File: src/rtl/uart_pkg.sv
// uart_pkg: shared definitions for the UART receive path.
//   uart_rx_state_t : receiver FSM state encoding
//   DATA_W          : data bits per frame
//   START_BIT/STOP_BIT : line levels of the framing bits
package uart_pkg;

   localparam int   DATA_W    = 8;
   localparam logic START_BIT = 1'b0;
   localparam logic STOP_BIT  = 1'b1;

   typedef enum logic [2:0] {
      ST_IDLE   = 3'd0,
      ST_START  = 3'd1,
      ST_DATA   = 3'd2,
      ST_PARITY = 3'd3,
      ST_STOP   = 3'd4
   } uart_rx_state_t;

endpackage

File: src/rtl/uart_rx_sampler.sv
// uart_rx_sampler: 3-point majority vote around the middle of a bit.
//   clk, rst_n   : clock, async active-low reset
//   edge_cnt     : position within the current bit (0..OVERSAMPLE-1)
//   rx_s         : line sample
//   bit_val      : majority of samples at OS/2-1, OS/2, OS/2+1
//   sample_done  : strobe at edge OS/2+2, where bit_val is resolved
module uart_rx_sampler #(
   parameter int OVERSAMPLE = 8,
   parameter int EW         = $clog2(OVERSAMPLE)
) (
   input  logic          clk,
   input  logic          rst_n,
   input  logic [EW-1:0] edge_cnt,
   input  logic          rx_s,
   output logic          bit_val,
   output logic          sample_done
);

   localparam logic [EW-1:0] MID = EW'(OVERSAMPLE / 2);

   logic [2:0] samp_q, samp_d;

   always_comb begin
      samp_d = samp_q;
      if (edge_cnt == MID - EW'(1)) samp_d[0] = rx_s;
      if (edge_cnt == MID)          samp_d[1] = rx_s;
      if (edge_cnt == MID + EW'(1)) samp_d[2] = rx_s;
   end

   always_ff @(posedge clk or negedge rst_n) begin
      if (!rst_n) samp_q <= 3'b111;
      else        samp_q <= samp_d;
   end

   assign bit_val     = (samp_q[0] & samp_q[1]) | (samp_q[0] & samp_q[2]) |
                        (samp_q[1] & samp_q[2]);
   assign sample_done = (edge_cnt == MID + EW'(2));

endmodule

File: src/rtl/uart_rx.sv
// uart_rx: oversampled UART receiver, 8N1 with optional parity.
//   CLK, RST     : clock, async active-low reset
//   RX_IN        : serial line, idle high
//   PAR_EN/TYP   : parity present / odd(1) even(0), latched at start edge
//   P_DATA       : last good word
//   data_valid   : 1-cycle pulse when P_DATA updates
//   par_err      : 1-cycle pulse on parity mismatch
//   stp_err      : 1-cycle pulse when the stop bit samples 0
// Build option: UART_RX_SYNC_EN inserts a 2-flop input synchronizer.
module uart_rx
   import uart_pkg::*;
#(
   parameter int OVERSAMPLE = 8
) (
   input  logic              CLK,
   input  logic              RST,
   input  logic              RX_IN,
   input  logic              PAR_EN,
   input  logic              PAR_TYP,
   output logic [DATA_W-1:0] P_DATA,
   output logic              data_valid,
   output logic              par_err,
   output logic              stp_err
);

   localparam int EW = $clog2(OVERSAMPLE);

   if (!(OVERSAMPLE == 8 || OVERSAMPLE == 16 || OVERSAMPLE == 32)) begin : g_bad_os
      $error("uart_rx: OVERSAMPLE must be 8, 16 or 32");
   end

   logic rx_s;

`ifdef UART_RX_SYNC_EN
   logic [1:0] sync_q, sync_d;
   always_comb sync_d = {sync_q[0], RX_IN};
   always_ff @(posedge CLK or negedge RST) begin
      if (!RST) sync_q <= 2'b11;
      else      sync_q <= sync_d;
   end
   assign rx_s = sync_q[1];
`else
   assign rx_s = RX_IN;
`endif

   uart_rx_state_t    state_q, state_d;
   logic [EW-1:0]     edge_cnt_q, edge_cnt_d;
   logic [2:0]        bit_cnt_q, bit_cnt_d;
   logic [DATA_W-1:0] shift_q, shift_d;
   logic [DATA_W-1:0] p_data_q, p_data_d;
   logic par_en_q, par_en_d, par_typ_q, par_typ_d, par_bad_q, par_bad_d;
   logic rx_prev_q, rx_prev_d;
   logic data_valid_q, data_valid_d, par_err_q, par_err_d, stp_err_q, stp_err_d;
   logic edge_wrap, bit_val, sample_done;

   uart_rx_sampler #(.OVERSAMPLE(OVERSAMPLE), .EW(EW)) u_sampler (
      .clk        (CLK),
      .rst_n      (RST),
      .edge_cnt   (edge_cnt_q),
      .rx_s       (rx_s),
      .bit_val    (bit_val),
      .sample_done(sample_done)
   );

   always_comb begin
      state_d      = state_q;
      edge_cnt_d   = edge_cnt_q;
      bit_cnt_d    = bit_cnt_q;
      shift_d      = shift_q;
      p_data_d     = p_data_q;
      par_en_d     = par_en_q;
      par_typ_d    = par_typ_q;
      par_bad_d    = par_bad_q;
      rx_prev_d    = rx_s;
      data_valid_d = 1'b0;
      par_err_d    = 1'b0;
      stp_err_d    = 1'b0;
      edge_wrap    = (edge_cnt_q == EW'(OVERSAMPLE - 1));

      if (state_q != ST_IDLE)
         edge_cnt_d = edge_wrap ? '0 : edge_cnt_q + EW'(1);

      unique case (state_q)
         ST_IDLE: begin
            edge_cnt_d = '0;
            // Only a real high-to-low transition starts a frame; the
            // detect cycle itself counts as edge 0 of the start bit.
            if (rx_prev_q && rx_s == START_BIT) begin
               state_d    = ST_START;
               edge_cnt_d = EW'(1);
               par_en_d   = PAR_EN;
               par_typ_d  = PAR_TYP;
               par_bad_d  = 1'b0;
            end
         end
         ST_START: begin
            if (sample_done && bit_val != START_BIT) begin
               state_d    = ST_IDLE;
               edge_cnt_d = '0;
            end else if (edge_wrap) begin
               state_d   = ST_DATA;
               bit_cnt_d = 3'd0;
            end
         end
         ST_DATA: begin
            if (sample_done) shift_d = {bit_val, shift_q[DATA_W-1:1]};
            if (edge_wrap) begin
               if (bit_cnt_q == 3'd7) state_d = par_en_q ? ST_PARITY : ST_STOP;
               else                   bit_cnt_d = bit_cnt_q + 3'd1;
            end
         end
         ST_PARITY: begin
            if (sample_done && (bit_val != (^shift_q ^ par_typ_q))) begin
               par_bad_d = 1'b1;
               par_err_d = 1'b1;
            end
            if (edge_wrap) state_d = ST_STOP;
         end
         ST_STOP: begin
            // Decide at mid-stop and drop back to IDLE so the next start
            // edge can follow as soon as the stop bit ends.
            if (sample_done) begin
               if (bit_val != STOP_BIT) begin
                  stp_err_d = 1'b1;
               end else if (!par_bad_q) begin
                  p_data_d     = shift_q;
                  data_valid_d = 1'b1;
               end
               state_d    = ST_IDLE;
               edge_cnt_d = '0;
            end
         end
         default: begin
            state_d    = ST_IDLE;
            edge_cnt_d = '0;
         end
      endcase
   end

   always_ff @(posedge CLK or negedge RST) begin
      if (!RST) begin
         state_q      <= ST_IDLE;
         edge_cnt_q   <= '0;
         bit_cnt_q    <= '0;
         shift_q      <= '0;
         p_data_q     <= '0;
         par_en_q     <= 1'b0;
         par_typ_q    <= 1'b0;
         par_bad_q    <= 1'b0;
         rx_prev_q    <= 1'b1;
         data_valid_q <= 1'b0;
         par_err_q    <= 1'b0;
         stp_err_q    <= 1'b0;
      end else begin
         state_q      <= state_d;
         edge_cnt_q   <= edge_cnt_d;
         bit_cnt_q    <= bit_cnt_d;
         shift_q      <= shift_d;
         p_data_q     <= p_data_d;
         par_en_q     <= par_en_d;
         par_typ_q    <= par_typ_d;
         par_bad_q    <= par_bad_d;
         rx_prev_q    <= rx_prev_d;
         data_valid_q <= data_valid_d;
         par_err_q    <= par_err_d;
         stp_err_q    <= stp_err_d;
      end
   end

   assign P_DATA     = p_data_q;
   assign data_valid = data_valid_q;
   assign par_err    = par_err_q;
   assign stp_err    = stp_err_q;

endmodule

File: config.mk
export PLATFORM = sky130hd
export DESIGN_NAME = uart_rx
export DESIGN_NICKNAME = d
export VERILOG_FILES = /design/src/rtl/uart_pkg.sv /design/src/rtl/uart_rx_sampler.sv /design/src/rtl/uart_rx.sv
export SDC_FILE = /design/constraint.sdc
export NUM_CORES = 1
export LEC_CHECK = 0
export ABC_AREA = 1
export CAP_MARGIN = 10
export CORE_MARGIN = 1
export CORE_UTILIZATION = 45
export DETAILED_ROUTE_END_ITERATION = 10
export PLACE_DENSITY = 0.62
export SLEW_MARGIN = 30
export SYNTH_ARGS = -nofsm -noshare
export SYNTH_HDL_FRONTEND = slang
export SYNTH_HIERARCHICAL = 1
export SYNTH_SLANG_ARGS = --single-unit
File: constraint.sdc
create_clock -name CLK -period 1.95 [get_ports CLK]
set_input_delay 0.39 -clock CLK [delete_from_list [all_inputs] [get_ports CLK]]
set_output_delay 0.39 -clock CLK [all_outputs]
set_load 0.02 [all_outputs]
==> results.sh, run 1 <==
export IMPL_use_met2=0.312
export IMPL_grt_pass1_vias=1372
export IMPL_total_power_mw=2.45
export IMPL_cap_violations=0
export IMPL_area_growth_pct=17.7
export IMPL_gr_usage_met1=0.223
export IMPL_cpPeakStageDelay_ns=0.61
export IMPL_skew_ns=0.00531
export IMPL_nFillCells=351
export IMPL_busiest_layer="met2"
export IMPL_die_h_um=65.2
export IMPL_port_buffers=15
export IMPL_crit_family="buffers and inverters"
export IMPL_crit_slowest_cell="clkdlybuf4s50_1"
export IMPL_syn_inst=216
export IMPL_rows=22
export IMPL_cts_hold_buffers=0
export IMPL_min_path_cells=2
export IMPL_crit_path_max_fanout=2
export IMPL_worstHoldStart="u_sampler/samp_q[0]$_DFFE_PN1N_"
export IMPL_vias=1438
export IMPL_diodes=0
export IMPL_grt_max_degree=36
export IMPL_core_um2=3740
export IMPL_wire_per_inst_um=11.3
export IMPL_vias_per_cell=4.98
export IMPL_end_kind="output port"
export IMPL_dr_pass1_iters=4
export IMPL_worstSkewPairLatency_ns=0.28
export IMPL_path_clk_slew_ns=0.06
export IMPL_fin_nets=250
export IMPL_yosys_warnings=6
export IMPL_clock_sinks=35
export IMPL_gr_usage_met3=0.0538
export IMPL_tightest_slew_ns=0.451
export IMPL_finalWirelength_um=3270
export IMPL_relSlewSlack=0.697
export IMPL_status="finished, final reports clean"
export IMPL_ys_seq_area_frac=0.490
export IMPL_drcViolationCount=0
export IMPL_cts_resized=0
export IMPL_slew_viol_final=0
export IMPL_crit_chain="clkdlybuf4s50_1"
export IMPL_r2r_start="edge_cnt_q[0]$_DFF_PN0_"
export IMPL_ff2ff_path_depth=8
export IMPL_first_iter_violations=69
export IMPL_track_usage=0.189
export IMPL_dp_slack_ns=0.159
export IMPL_gp_congestion=0.854
export IMPL_avgSynthCellArea_um2=8.33
export IMPL_p_leak_nw=1.01
export IMPL_hold_end="u_sampler/samp_q[0]$_DFFE_PN1N_"
export IMPL_hpwl_um=2430
export IMPL_final_area_um2=2120
export IMPL_setup_viol=0
export IMPL_ant_nets=0
export IMPL_hold_viol_final=0
export IMPL_ir_drop_v=0.000783
export IMPL_required_ns=1.56
export IMPL_postCtsSetupRepairBufs=0
export IMPL_fmaxAchievable_mhz=613
export IMPL_fin_ws_ns=0.319
export IMPL_start_util=0.481
export IMPL_io_pins=16
export IMPL_r2r_slack_ns=0.32
export IMPL_cellPowerDensity_nw_per_um2=1160
export IMPL_die_w_um=65.2
export IMPL_place_area_um2=2030
export IMPL_grt_pass1_wl_um=6010
export IMPL_cts_root_buf="clkbuf_8"
export IMPL_htreeDepth=2
export IMPL_r2r_end="state_q[2]$_DFFE_PN0P_"
export IMPL_period_minus_slack_ns=1.63
export IMPL_path_buf_inv=1
export IMPL_hold_path_class="reg -> reg"
export IMPL_clockBufferDepth=2
export IMPL_crit_arrival_ns=1.24
export IMPL_antenna_found_initial=0
export IMPL_numCtsBuffers=5
export IMPL_synth_area_um2=1800
export IMPL_startpoint_type="flip-flop"
export IMPL_ys_seq_elements=35
export IMPL_tritoncts="done"
export IMPL_gr_total_overflow=0
export IMPL_synth_distinct_cells=28
export IMPL_dieArea_um2=4250
export IMPL_setup_worst_path_class="reg -> out"
export IMPL_drive_above_1_share=0.178
export IMPL_syn_nets=225
export IMPL_rsz0062_at_grt="no"
export IMPL_finalSetupTns_ns=0
export IMPL_fin_crit_sh=0.836
-- power breakdown --
| part | leakage, nW | total (mW) | switching [mW] | internal [mW] |
|---|---|---|---|---|
| Combinational | 0.499 | 0.929 | 0.586 | 0.343 |
| Clock | 0.0470 | 0.514 | 0.237 | 0.277 |
| Sequential | 0.464 | 1.01 | 0.122 | 0.885 |
-- per-stage QoR --
| step | util | hold WS [ns] | cells |
|---|---|---|---|
| 2_1_floorplan | - | 0.0944 | 216 |
| 3_3_place_gp | 0.542 | 0.451 | 282 |
| 3_5_place_dp | 0.542 | 0.451 | 282 |
| 4_1_cts | 0.566 | 0.462 | 289 |
| 5_1_grt | 0.566 | 0.494 | 289 |
| 6_report | 0.566 | 0.461 | 289 |
-- how the worst max path moves through the flow --
stage	startpoint	cells past startpoint	endpoint
finish	P_DATA[2]$_DFFE_PN0P_	1	P_DATA[2]
global route	edge_cnt_q[1]$_DFF_PN0_	8	edge_cnt_q[2]$_DFF_PN0_
CTS	P_DATA[2]$_DFFE_PN0P_	1	P_DATA[2]
detailed placement	RX_IN	7	state_q[1]$_DFFE_PN0P_
global placement	RX_IN	7	state_q[1]$_DFFE_PN0P_
floorplan	edge_cnt_q[0]$_DFF_PN0_	7	P_DATA[2]$_DFFE_PN0P_
-- cells in the final DEF (no fill, tap or decap), types with 2 or more instances in the layout --
| master | netlist | layout |
|---|---|---|
| inv_2 | 6 | 6 |
| dfrtp_1 | 31 | 31 |
| nor3_4 | 2 | 2 |
| dfstp_2 | 4 | 4 |
| nand2_1 | 67 | 67 |
| nand2_2 | 5 | 5 |
| nor2_2 | 3 | 3 |
| o21ai_1 | 10 | 10 |
| inv_1 | 29 | 29 |
| ha_1 | 4 | 4 |
| clkdlybuf4s50_1 | 0 | 15 |
| nor2_1 | 6 | 6 |
| nor3_1 | 4 | 4 |
| nand3_1 | 11 | 11 |
| a21oi_1 | 3 | 3 |
| nand4_1 | 4 | 4 |
| o21ai_0 | 8 | 8 |
| buf_4 | 0 | 5 |
| o21ai_2 | 8 | 8 |
| clkbuf_8 | 0 | 6 |
-- sequential cells by signal (all words and copies together) (netlist names), 3 cells and up --
signal	cells
bit_cnt_q	3
P_DATA	8
shift_q	8
edge_cnt_q	3
u_sampler/samp_q	3
state_q	3
-- per-layer routing --
layer	routed length (um)	vias to the layer above
li1	-	738
met1	1460	662
met2	1610	31
met3	134	7
met4	71	0
met5	0	-
-- Yosys cell counts, drive strengths merged --
cell,count,area [um^2]
xnor2,1,8.76
nor3,7,62.6
buf,2,16.3
a211oi,2,20.0
mux2,1,11.3
nand4,4,25.0
nand3,11,55.1
o21ai,26,160
ha,4,50.1
o21a,1,7.51
o31ai,1,7.51
dfrtp,31,776
nand2,72,283
dfstp,4,105
a21oi,4,31.3
a21boi,1,7.51
inv,35,131
nor2,9,41.3
-- layout make-up --
| type | count | area, um^2 | share of cell area |
|---|---|---|---|
| clock buffer | 6 | 82.6 | 0.0390 |
| clock inverter | 1 | 5.00 | 0.00236 |
| inverter | 35 | 131 | 0.0620 |
| multi-input combinational | 144 | 771 | 0.364 |
| sequential | 35 | 881 | 0.416 |
| tap | 48 | 60.1 | 0.0284 |
| timing repair buffer | 20 | 188 | 0.0886 |
-- cell families after synthesis --
group	share of synthesized area
adder cells (fa/ha/maj)	0.0278
multiplexers	0.00626
AO/OA/AOI/OAI	0.130
XOR/XNOR	0.00487
flip-flops	0.490
AND/OR/NAND/NOR	0.259
buffers and inverters	0.0821
(Power assumes the default switching activity.)
==> inputs of run 2 (changes only) <==
==> constraint.sdc (replaced) <==
create_clock -name CLK -period 1.6 [get_ports CLK]
set_input_delay 0.32 -clock CLK [delete_from_list [all_inputs] [get_ports CLK]]
set_output_delay 0.32 -clock CLK [all_outputs]
set_load 0.02 [all_outputs]
==> run 2 against run 1 <==
  * Critical path depth did not move
  * Combinational power rose by 47%
  * Non-clock buffer count rose by 7
  * Largest power group is now combinational cells
  * Critical path type unchanged
==> results.sh, run 2 (synthesized netlist as in run 1, its figures left out) <==
export IMPL_setup_viol=0
export IMPL_hpwl_um=2610
export IMPL_gp_congestion=0.863
export IMPL_tightest_slew_ns=0.369
export IMPL_grt_pass1_vias=1480
export IMPL_numCtsBuffers=5
export IMPL_ant_nets=0
export IMPL_grt_pass1_wl_um=6310
export IMPL_dieArea_um2=4250
export IMPL_crit_path_max_fanout=2
export IMPL_drive_above_1_share=0.225
export IMPL_hold_viol_final=0
export IMPL_cap_violations=0
export IMPL_status="finished, final reports clean"
export IMPL_cellPowerDensity_nw_per_um2=1460
export IMPL_period_minus_slack_ns=1.56
export IMPL_crit_arrival_ns=1.24
export IMPL_track_usage=0.200
export IMPL_port_buffers=15
export IMPL_relSlewSlack=0.752
export IMPL_vias=1459
export IMPL_wire_per_inst_um=11.8
export IMPL_fin_crit_sh=0.975
export IMPL_start_util=0.481
export IMPL_grt_max_degree=36
export IMPL_path_clk_slew_ns=0.07
export IMPL_required_ns=1.28
export IMPL_diodes=0
export IMPL_htreeDepth=2
export IMPL_crit_family="buffers and inverters"
export IMPL_ir_drop_v=0.000758
export IMPL_core_um2=3740
export IMPL_clock_sinks=35
export IMPL_path_buf_inv=1
export IMPL_crit_chain="clkdlybuf4s50_1"
export IMPL_cts_root_buf="clkbuf_8"
export IMPL_cts_hold_buffers=0
export IMPL_slew_viol_final=0
export IMPL_area_growth_pct=23.8
export IMPL_dp_slack_ns=-0.0592
export IMPL_layout_common_cells="66 x nand2_1, 30 x dfrtp_1, 28 x inv_1"
export IMPL_fin_nets=257
export IMPL_fmaxAchievable_mhz=641
export IMPL_cpPeakStageDelay_ns=0.61
export IMPL_tritoncts="done"
export IMPL_total_power_mw=3.24
export IMPL_r2r_slack_ns=0.10
export IMPL_hold_path_class="in -> async"
export IMPL_die_w_um=65.2
export IMPL_skew_ns=0.00317
export IMPL_finalWirelength_um=3500
export IMPL_layout_commonest_cell="nand2_1"
export IMPL_drcViolationCount=0
export IMPL_hold_slack_ns=0.416
export IMPL_die_h_um=65.2
export IMPL_gr_total_overflow=0
export IMPL_antenna_found_initial=0
export IMPL_worstSkewPairLatency_ns=0.28
export IMPL_first_iter_violations=92
export IMPL_clockBufferDepth=2
export IMPL_end_kind="output port"
export IMPL_nFillCells=336
export IMPL_startpoint_type="flip-flop"
export IMPL_finalSetupTns_ns=0
export IMPL_io_pins=16
export IMPL_setup_worst_path_class="reg -> out"
export IMPL_rows=22
export IMPL_fin_ws_ns=0.0404
export IMPL_dr_pass1_iters=4
export IMPL_p_leak_nw=1.11
export IMPL_vias_per_cell=4.91
export IMPL_crit_slowest_cell="clkdlybuf4s50_1"
-- run 2: final timing paths --
kind | startpoint | end | cells past startpoint
worst max-delay path | P_DATA[3]$_DFFE_PN0P_ | P_DATA[3] | 1
worst min-delay path | RST | P_DATA[0]$_DFFE_PN0P_ | 2
worst max register to register | edge_cnt_q[0]$_DFF_PN0_ | edge_cnt_q[2]$_DFF_PN0_ | 8
worst min register to register | u_sampler/samp_q[0]$_DFFE_PN1N_ | u_sampler/samp_q[0]$_DFFE_PN1N_ | 2
max in group asynchronous | RST | rx_prev_q$_DFF_PN1_ | 2
min in group CLK | u_sampler/samp_q[0]$_DFFE_PN1N_ | u_sampler/samp_q[0]$_DFFE_PN1N_ | 2
-- run 2: through the flow --
step / area [um^2] / utilization / instances
finish: 2230 / 0.595 / 297
global route: 2230 / 0.595 / 297
CTS: 2180 / 0.582 / 296
detailed placement: 2090 / 0.559 / 288
global placement: 2090 / 0.559 / 288
floorplan: 1800 / - / 216
-- run 2: area by class of cell --
type | instances | area [um^2] | area share
sequential | 35 | 882 | 0.396
clock buffer | 7 | 76.3 | 0.0343
tap | 48 | 60.1 | 0.0270
clock inverter | 1 | 5.00 | 0.00225
multi-input combinational | 144 | 810 | 0.363
inverter | 35 | 134 | 0.0601
timing repair buffer | 27 | 260 | 0.117
-- run 2: timing repair --
item	in CTS	in global routing
buffers inserted	0	1
gates cloned	0	0
pin swaps	0	3
setup endpoints to repair	1	22
gates resized for setup	1	14
-- run 2: report_power, final --
group	leakage (nW)	internal [mW]	total, mW	switching [mW]
Sequential	0.463	1.08	1.26	0.182
Combinational	0.604	0.567	1.37	0.802
Clock	0.0422	0.305	0.608	0.302
Total	1.11	1.95	3.24	1.29
-- run 2: routing by layer --
layer | GRT usage | vias to the layer above | part of all wire
met5 | 0 | - | 0
met4 | 0.0951 | 0 | 0.019
met3 | 0.0538 | 8 | 0.043
met2 | 0.340 | 35 | 0.49
met1 | 0.231 | 660 | 0.45
li1 | - | 756 | -
==> inputs of run 3 (changes only) <==
--- a/config.mk
+++ b/config.mk
@@ -8,9 +8,10 @@
 export ABC_AREA = 1
 export CAP_MARGIN = 10
 export CORE_MARGIN = 1
-export CORE_UTILIZATION = 45
+export CORE_UTILIZATION = 52
+export CTS_CLUSTER_DIAMETER = 120
 export DETAILED_ROUTE_END_ITERATION = 10
-export PLACE_DENSITY = 0.62
+export PLACE_DENSITY = 0.7
 export SLEW_MARGIN = 30
 export SYNTH_ARGS = -nofsm -noshare
 export SYNTH_HDL_FRONTEND = slang
==> run 3 against run 2 <==
  * Count of clock-buffer cells in the layout fell by 2
  * Wire length is 2.4% higher
  * Critical path depth is 6 higher
  * Final area shrank 1.3%
  * Worst setup slack worse by 0.0085 ns
  * Largest cell class unchanged
==> results.sh, run 3 (synthesized netlist as in run 1, its figures left out) <==
export IMPL_grt_pass1_vias=1348
export IMPL_start_util=0.566
export IMPL_skew_ns=0.00996
export IMPL_p_comb_frac=0.434
export IMPL_core_um2=3180
export IMPL_gr_total_overflow=0
export IMPL_finalCoreUtilization=0.691
export IMPL_drcViolationCount=0
export IMPL_p_int_mw=1.79
export IMPL_gp_congestion=0.963
export IMPL_antenna_found_initial=0
export IMPL_area_growth_pct=22.1
export IMPL_clock_sinks=35
export IMPL_numCtsBuffers=5
export IMPL_crit_chain="inv_1 > nor3_4 > nand2_2 > nor3_4 > clkinv_4 > nand2_1 > o21ai_2"
export IMPL_tightest_slew_ns=0.388
export IMPL_tritoncts="done"
export IMPL_grt_pass1_wl_um=5510
export IMPL_finalWirelength_um=3590
export IMPL_period_minus_slack_ns=1.57
export IMPL_cap_violations=0
export IMPL_vias_per_cell=5.09
export IMPL_cpPeakStageDelay_ns=0.43
export IMPL_hpwl_um=2530
export IMPL_crit_path_max_fanout=8
export IMPL_cp_common_cell="nor3_4"
export IMPL_diodes=0
export IMPL_status="finished, final reports clean"
export IMPL_pwr_share_seq=0.413
export IMPL_fin_crit_sh=0.980
export IMPL_clkPwrFrac=0.153
export IMPL_relSlewSlack=0.739
export IMPL_crit_slowest_cell="dfrtp_1"
export IMPL_clockBufferDepth=2
export IMPL_cts_root_buf="clkbuf_4"
export IMPL_dr_pass1_iters=4
export IMPL_ir_drop_v=0.000842
export IMPL_end_kind="flip-flop"
export IMPL_port_buffers=15
export IMPL_cellPowerDensity_nw_per_um2=1400
export IMPL_drive_above_1_share=0.255
export IMPL_die_w_um=60.8
export IMPL_rsz0062_at_grt="yes"
export IMPL_hold_slack_ns=0.332
export IMPL_fin_ws_ns=0.0319
export IMPL_setup_viol=0
export IMPL_required_ns=1.85
export IMPL_path_clk_slew_ns=0.11
export IMPL_layout_commonest_cell="nand2_1"
export IMPL_finalSetupTns_ns=0
export IMPL_htreeDepth=2
export IMPL_first_iter_violations=52
export IMPL_worstSkewPairLatency_ns=0.35
export IMPL_setup_worst_path_class="reg -> reg"
export IMPL_hold_path_class="in -> async"
export IMPL_startpoint_type="flip-flop"
export IMPL_io_pins=16
export IMPL_vias=1502
export IMPL_layout_common_cells="64 x nand2_1, 30 x dfrtp_1, 27 x inv_1"
export IMPL_switching_share=0.420
export IMPL_switchingPower_mw=1.30
export IMPL_slew_viol_final=0
export IMPL_ant_nets=0
export IMPL_crit_arrival_ns=1.82
export IMPL_fmaxAchievable_mhz=638
export IMPL_track_usage=0.207
export IMPL_grt_max_degree=36
export IMPL_dp_slack_ns=-0.0525
export IMPL_cts_hold_buffers=0
export IMPL_p_leak_nw=1.13
export IMPL_die_h_um=60.8
export IMPL_hold_viol_final=0
export IMPL_dieArea_um2=3700
export IMPL_rows=20
export IMPL_fin_nets=259
export IMPL_wire_per_inst_um=12.2
## run 3: cell count changes in the layout (fill, tap and decap cells not counted), sizes merged
| cell | change |
|---|---|
| clkdlybuf4s50 | -8 |
| clkbuf | -2 |
| dlygate4sd2 | +10 |
| clkinv | +3 |
| buf | +1 |
| dlymetal6s2s | -2 |
## run 3: final timing paths
check / end / cells after the start / slack [ns] / start
setup / recovery: P_DATA[7]$_DFFE_PN0P_ / 7 / 0.03 / edge_cnt_q[1]$_DFF_PN0_
hold reg to reg: u_sampler/samp_q[2]$_DFFE_PN1N_ / 2 / 0.49 / u_sampler/samp_q[2]$_DFFE_PN1N_
hold / removal: par_typ_q$_DFFE_PN0P_ / 2 / 0.33 / RST
max in group asynchronous: u_sampler/samp_q[2]$_DFFE_PN1N_ / 2 / 1.03 / RST
min in group CLK: par_en_q$_DFFE_PN0P_ / 3 / 0.49 / PAR_EN
setup reg to reg: P_DATA[7]$_DFFE_PN0P_ / 7 / 0.03 / edge_cnt_q[1]$_DFF_PN0_
## run 3: metal layers
metal	wire, um	GRT usage
met4	81	0.107
met3	149	0.0384
met2	1850	0.364
met5	0	0
met1	1500	0.240
## run 3: worst max-delay path, delay by kind of cell, from the launching register on
family / cells / cell delay, ns
buffers and inverters: 2 / 0.27
AO/OA/AOI/OAI: 1 / 0.05
AND/OR/NAND/NOR: 4 / 0.72
flip-flops: 1 / 0.43
## run 3: layout make-up
class                           count  area, um^2
Clock buffer                        5        37.5
Clock inverter                      3        15.0
Fill cell                         254         981
Inverter                           35         136
Multi-Input combinational cell    144         815
Sequential cell                    35         882
Tap cell                           44        55.1
Timing Repair Buffer               28         250
Timing Repair inverter              1        6.26
## run 3: timing repair
action | in CTS | in global routing
pin swaps | 0 | 6
buffers inserted | 0 | 5
setup endpoints to repair | 18 | 20
cloned | 0 | 1
gates resized for setup | 12 | 15
## run 3: power by group through the flow
stage	registers (mW)	clock network, mW	logic, mW
2_1_floorplan	1.24	0	0.866
3_3_place_gp	1.26	0	1.14
4_1_cts	1.25	0.479	1.18
6_report	1.27	0.472	1.34
3_5_place_dp	1.26	0	1.16
5_1_grt	1.29	0.516	1.50
## run 3: metrics by stage
step                      cells  total power [mW]  cell area [um^2]
after floorplan             216              2.10              1800
after global placement      281              2.39              2070
after detailed placement    281              2.42              2070
after CTS                   289              2.91              2110
after global routing        295              3.31              2200
final                       295              3.09              2200
